`config.mk`:
```
export PLATFORM = sky130hd
export DESIGN_NAME = rotor1_fwd_stage
export DESIGN_NICKNAME = d
export VERILOG_FILES = /design/src/rtl/rotor1_fwd_stage.sv
export SDC_FILE = /design/constraint.sdc
export NUM_CORES = 1
export LEC_CHECK = 0
export ABC_AREA = 0
export CAP_MARGIN = 20
export CELL_PAD_IN_SITES_DETAIL_PLACEMENT = 1
export CELL_PAD_IN_SITES_GLOBAL_PLACEMENT = 2
export CORE_ASPECT_RATIO = 1.4
export CORE_MARGIN = 3
export CORE_UTILIZATION = 25
export DETAILED_ROUTE_END_ITERATION = 7
export HOLD_SLACK_MARGIN = 0.03
export MAX_ROUTING_LAYER = met4
export PLACE_DENSITY_LB_ADDON = 0.25
export SETUP_SLACK_MARGIN = 0.15
export SYNTH_ARGS = -nofsm -noshare
export SYNTH_HDL_FRONTEND = slang
export SYNTH_SLANG_ARGS = --single-unit
export TNS_END_PERCENT = 10
```
`constraint.sdc`:
```
create_clock -name i_clk -period 9.9 [get_ports i_clk]
set_input_delay 0.99 -clock i_clk [delete_from_list [all_inputs] [get_ports i_clk]]
set_output_delay 0.99 -clock i_clk [all_outputs]
set_load 0.03 [all_outputs]
```
`src/rtl/rotor1_fwd_stage.sv`:
```
// rtl/rotor1_fwd_stage.sv - rotor 1 forward-path stage: position register, stepping, forward substitution
//
// Ports:
//   i_clk        system clock
//   i_reset      synchronous, active-high reset
//   i_in_valid   one-cycle keypress strobe
//   i_in         input letter, 1..26 = A..Z
//   i_step_in    carry from the previous rotor (only used when STEP_ENABLE=0)
//   i_load_en    load rotor position
//   i_load_pos   position to load, 0..25 (larger values are ignored)
//   o_out        substituted letter 1..26, 0 after an illegal input; holds between strobes
//   o_out_valid  one-cycle strobe, o_out is valid
//   o_err        one-cycle strobe, the input letter was illegal
//   o_pos        current rotor position 0..25; feeds the inverse-path rotate input
//   o_carry_out  one-cycle turnover strobe to the rotor-2 stage

module rotor1_fwd_stage #(
    parameter logic [4:0] NOTCH       = 5'd16,
    parameter logic       STEP_ENABLE = 1'b1
) (
    input  logic       i_clk,
    input  logic       i_reset,
    input  logic       i_in_valid,
    input  logic [4:0] i_in,
    input  logic       i_step_in,
    input  logic       i_load_en,
    input  logic [4:0] i_load_pos,
    output logic [4:0] o_out,
    output logic       o_out_valid,
    output logic       o_err,
    output logic [4:0] o_pos,
    output logic       o_carry_out
);

    logic [4:0] r_pos;
    logic [4:0] r_out;
    logic       r_out_valid;
    logic       r_err;
    logic       r_carry;

    logic [4:0] w_fwd;
    logic       w_legal;
    logic       w_step;
    logic [4:0] w_pos_n;
    logic [5:0] w_sum;
    logic [4:0] w_letter;

    // Rotor-1 forward wiring; illegal letters map to 0 and are never used.
    always_comb begin
        w_fwd = 5'd0;
        case (i_in)
            5'd1:  w_fwd = 5'd16;
            5'd2:  w_fwd = 5'd25;
            5'd3:  w_fwd = 5'd13;
            5'd4:  w_fwd = 5'd4;
            5'd5:  w_fwd = 5'd17;
            5'd6:  w_fwd = 5'd7;
            5'd7:  w_fwd = 5'd14;
            5'd8:  w_fwd = 5'd3;
            5'd9:  w_fwd = 5'd8;
            5'd10: w_fwd = 5'd19;
            5'd11: w_fwd = 5'd22;
            5'd12: w_fwd = 5'd11;
            5'd13: w_fwd = 5'd23;
            5'd14: w_fwd = 5'd18;
            5'd15: w_fwd = 5'd1;
            5'd16: w_fwd = 5'd15;
            5'd17: w_fwd = 5'd6;
            5'd18: w_fwd = 5'd24;
            5'd19: w_fwd = 5'd21;
            5'd20: w_fwd = 5'd9;
            5'd21: w_fwd = 5'd10;
            5'd22: w_fwd = 5'd20;
            5'd23: w_fwd = 5'd5;
            5'd24: w_fwd = 5'd2;
            5'd25: w_fwd = 5'd26;
            5'd26: w_fwd = 5'd12;
            default: w_fwd = 5'd0;
        endcase
    end

    assign w_legal = (i_in >= 5'd1) && (i_in <= 5'd26);
    assign w_step  = i_in_valid && w_legal && (STEP_ENABLE || i_step_in);

    // The rotor steps before the letter passes through it.
    assign w_pos_n = w_step ? ((r_pos == 5'd25) ? 5'd0 : r_pos + 5'd1) : r_pos;

    // Sum is at most 26+25=51, so a single conditional subtract reduces it
    // to 1..26; a residue of 0 naturally appears as 26.
    assign w_sum    = {1'b0, w_fwd} + {1'b0, w_pos_n};
    assign w_letter = (w_sum > 6'd26) ? 5'(w_sum - 6'd26) : w_sum[4:0];

    always_ff @(posedge i_clk) begin
        if (i_reset) begin
            r_pos       <= 5'd0;
            r_out       <= 5'd0;
            r_out_valid <= 1'b0;
            r_err       <= 1'b0;
            r_carry     <= 1'b0;
        end else begin
            r_out_valid <= 1'b0;
            r_err       <= 1'b0;
            r_carry     <= 1'b0;
            if (i_load_en) begin
                // A load swallows any keypress in the same cycle.
                if (i_load_pos <= 5'd25) begin
                    r_pos <= i_load_pos;
                end
            end else if (i_in_valid) begin
                r_out_valid <= 1'b1;
                if (w_legal) begin
                    r_pos   <= w_pos_n;
                    r_out   <= w_letter;
                    r_carry <= w_step && (r_pos == NOTCH);
                end else begin
                    r_err <= 1'b1;
                    r_out <= 5'd0;
                end
            end
        end
    end

    assign o_pos       = r_pos;
    assign o_out       = r_out;
    assign o_out_valid = r_out_valid;
    assign o_err       = r_err;
    assign o_carry_out = r_carry;

endmodule

```
==> impl_results.md <==
* Status: completed
* Comb pwr share at just over 50%
* Vias in the first global route at 1514
* Post-Syn Area at 0.00147 mm2
* Setup slack, reg-to-reg at 6570 ps
* WL final at 4.13 mm
* WHS Path Cells at 2
* Clock tree root buffer cell: clkbuf_8
* Ant diodes at 0
* Hold Path Class: flip-flop to flip-flop
* Worst path top cell family by delay: simple AND/OR/NAND/NOR gates
* Num rows at 32
* Pwr Density at 121 mW/mm2
* Core footprint at 0.00561 mm2
* First-pass GRT wire length at 7.27 mm
* Pre-antenna DRT Iters at 4
* Worst-path clk slew at 50 ps
* Fillers at 680
* Largest family of logic cells by synthesized area: compound AO/OA/AOI/OAI gates
* # Max-Cap Violations at 0
* Most area-hungry cell type in the Yosys netlist: dfxtp_1
* Critical path launch point type: input port
* Initial drt markers at 56
* Post-synthesis adder-cell area fraction at 14.9%
* Residual DRC at 0
* Simple-gate share of the synthesized area at 24.3%
* Largest net degree at the start of global routing at 19
* CTS Hold Bufs at 0
* Inst Count DP at between 200 and 300
* DR WL/cell at 15.1 um
* Syn. warnings at 0
* Non-filler cells, final at around 270
* Syn-to-layout area delta at 22.9%
* Die H at 96.9 um
* Slew headroom at 55.0%
* CP bufs+invs at 2
* Fin nets at 238
* Total number of cells along the worst setup path at 15
* Synth unique cells at 53
* WHS at 457 ps
* GP Congestion at a little over 0.8
* Seq pwr share at between 20% and 30%
* Dpl hpwl at 3.42 mm
* Leakage at 0.713 nW
* Post-synth top cells: ha_1, nand2_1, o21ai_0
* Post-CTS setup buffer count at 0
* Die width at 70.9 um
* Mux cell area share after synthesis at about 3.6%
* CP max-delay cell: clkdlybuf4s50_1
* Port Buf Inserts at 26
* Slew Viols, Final at 0
* CP Class: input port to flip-flop
* Internal power at 131 uW
* Critical Path Sink Type: flip-flop
* P_sw at 87.9 uW
* DR vias at between 1000 and 1500
* Crit path top cell by count: ha_1
* Routed vias/inst at 5.11
* Mapped Cells at 183
* Setup TNS Final at 0 ps
* Register area share after synthesis at 17.7%
* Syn nets at 215
* Period utilization at 49.2%
* Worst Reg2Reg Path Length in Cells at 12
* Worst vdd ir at 0.0337 mV
* EDFF count, synth at 0
* Worst path max stage delay at 620 ps
* Clk sinks at 13
* Initial antenna violation count at 0
* Total CTS buffers at 3
* Layout cell share with drive strength beyond 1 at 10.2%
* Worst endpoint data arrival time at 5010 ps
* Initial Util at 26.3%
* Pin slew with the least headroom to its limit at 672 ps
* Endpoints failing hold at 0
* Minimum clock period after layout at 4870 ps
* Asr flop ratio synth at 0%
* Setup violations, final at 0
* Resized Gates After CTS at 0
* Clk Latency, worst-skew pair at 240 ps
* Critical-path cell list: clkdlybuf4s50_1 > inv_1 > ha_1 > nor2_1 > nand3_1 > and3_1 > mux2_2 > ha_1 > fa_1 > a211oi_2 > nor3_2 > nor4_4 > o31ai_2 > xnor2_1 > a22o_1
* FF+latch count, synth at 13
* I/O pin cnt at 28
* Max FO, Critical Path at 10
* Clock Power Share at 22.0%
* Overflow after GRT at 0
* Final Core Density at between 30% and 40%
* Main synth FF type: dfxtp_1
* Die ar. at 0.00687 mm2
* Top cell type's share of synthesized area at between 10% and 20%
* Switching Share at approximately two fifths
* Fmax at 205 MHz
* RSZ-0062 raised after global routing: false
* H-tree Lvls at 1
* Final ANT Viol Nets at 0
* Power, Total at ~220 uW
* Required time of the critical path at approximately 10000 ps
* Tot GR Track Use at 13.0%
* Avg Cell Area, Syn at 8.05 um2
* Top cells by area, synth: dfxtp_1, ha_1, o21ai_0, a21oi_1, nand2_1
* Synth Area in Compound Gates at 30.1%
* TritonCTS clock tree: done
* Skew final at 3.27 ps
* XOR/XNOR Fraction of Synth Area at 2.89%
* CTS Buffer Depth at 2
[sequential cells by signal (all words and copies together), names as in the netlist]
register     cells
o_carry_out      1
o_err            1
o_out            5
o_out_valid      1
o_pos            5
[worst min-delay path: cells and delay by family (launching register included)]
family          cells  cell delay [ps]
simple gates        1               50
compound gates      1               50
flops               1              310
[cell type report]
type	instances	area, um2	share of cell area (%)
multi-input cells	150	1120	61.6
well taps	68	85.1	4.70
repair buffers	26	260	14.4
inverters	12	45.0	2.49
flip-flops and latches	13	260	14.4
clock buffers	4	45.0	2.49
[layout by cell type (no fill, tap or decap), types with 2 or more instances in the layout]
cell type,count
o21ai_1,2
o2111ai_1,2
ha_1,16
nor3_1,3
mux2i_1,3
a22o_1,2
o21ai_0,16
clkbuf_8,3
nor2b_1,6
nand3_1,3
nor3_2,3
nor2_1,15
o211ai_1,2
nor3b_1,3
and4b_1,2
o31ai_1,4
inv_1,11
a21oi_1,13
and3_1,3
a211o_1,2
nand2_1,16
nand2b_1,2
a211oi_1,3
dfxtp_1,13
mux2_2,2
clkdlybuf4s50_1,26
xnor2_1,2
[routing by layer]
metal | up-vias | track usage, % | part of all wire, %
met5 | - | - | 0
met4 | 0 | 3.47 | 1.2
met3 | 5 | 1.56 | 2.9
met2 | 25 | 23.9 | 54
met1 | 657 | 14.6 | 42
li1 | 708 | - | -
[through the flow]
stage,area [um2],worst slack [ps]
detailed placement,1770,4720
global placement,1770,4780
CTS,1810,4980
finish,1810,5030
global route,1810,4690
floorplan,1470,5840
[power groups by stage]
stage | Clock (mW) | Sequential [mW] | Combinational (mW)
6_report | 0.0480 | 0.0605 | 0.110
3_5_place_dp | 0 | 0.0617 | 0.111
2_1_floorplan | 0 | 0.0687 | 0.0717
4_1_cts | 0.0491 | 0.0607 | 0.112
3_3_place_gp | 0 | 0.0613 | 0.108
5_1_grt | 0.0521 | 0.0615 | 0.123
[logic make-up after synthesis]
| kind of cell | after synthesis |
|---|---|
| compound gates | 62 |
| simple gates | 62 |
| buf+inv | 20 |
| fa+ha+maj | 17 |
| flops | 13 |
| mux | 5 |
| xor+xnor | 4 |
[worst paths after layout]
kind | start | end
max | i_in[1] | o_out[4]
min | o_out[0] | o_out[0]
max reg2reg | o_pos[4] | o_out[4]
min reg2reg | o_out[0] | o_out[0]
No activity file was read; power rests on OpenSTA's default activity.
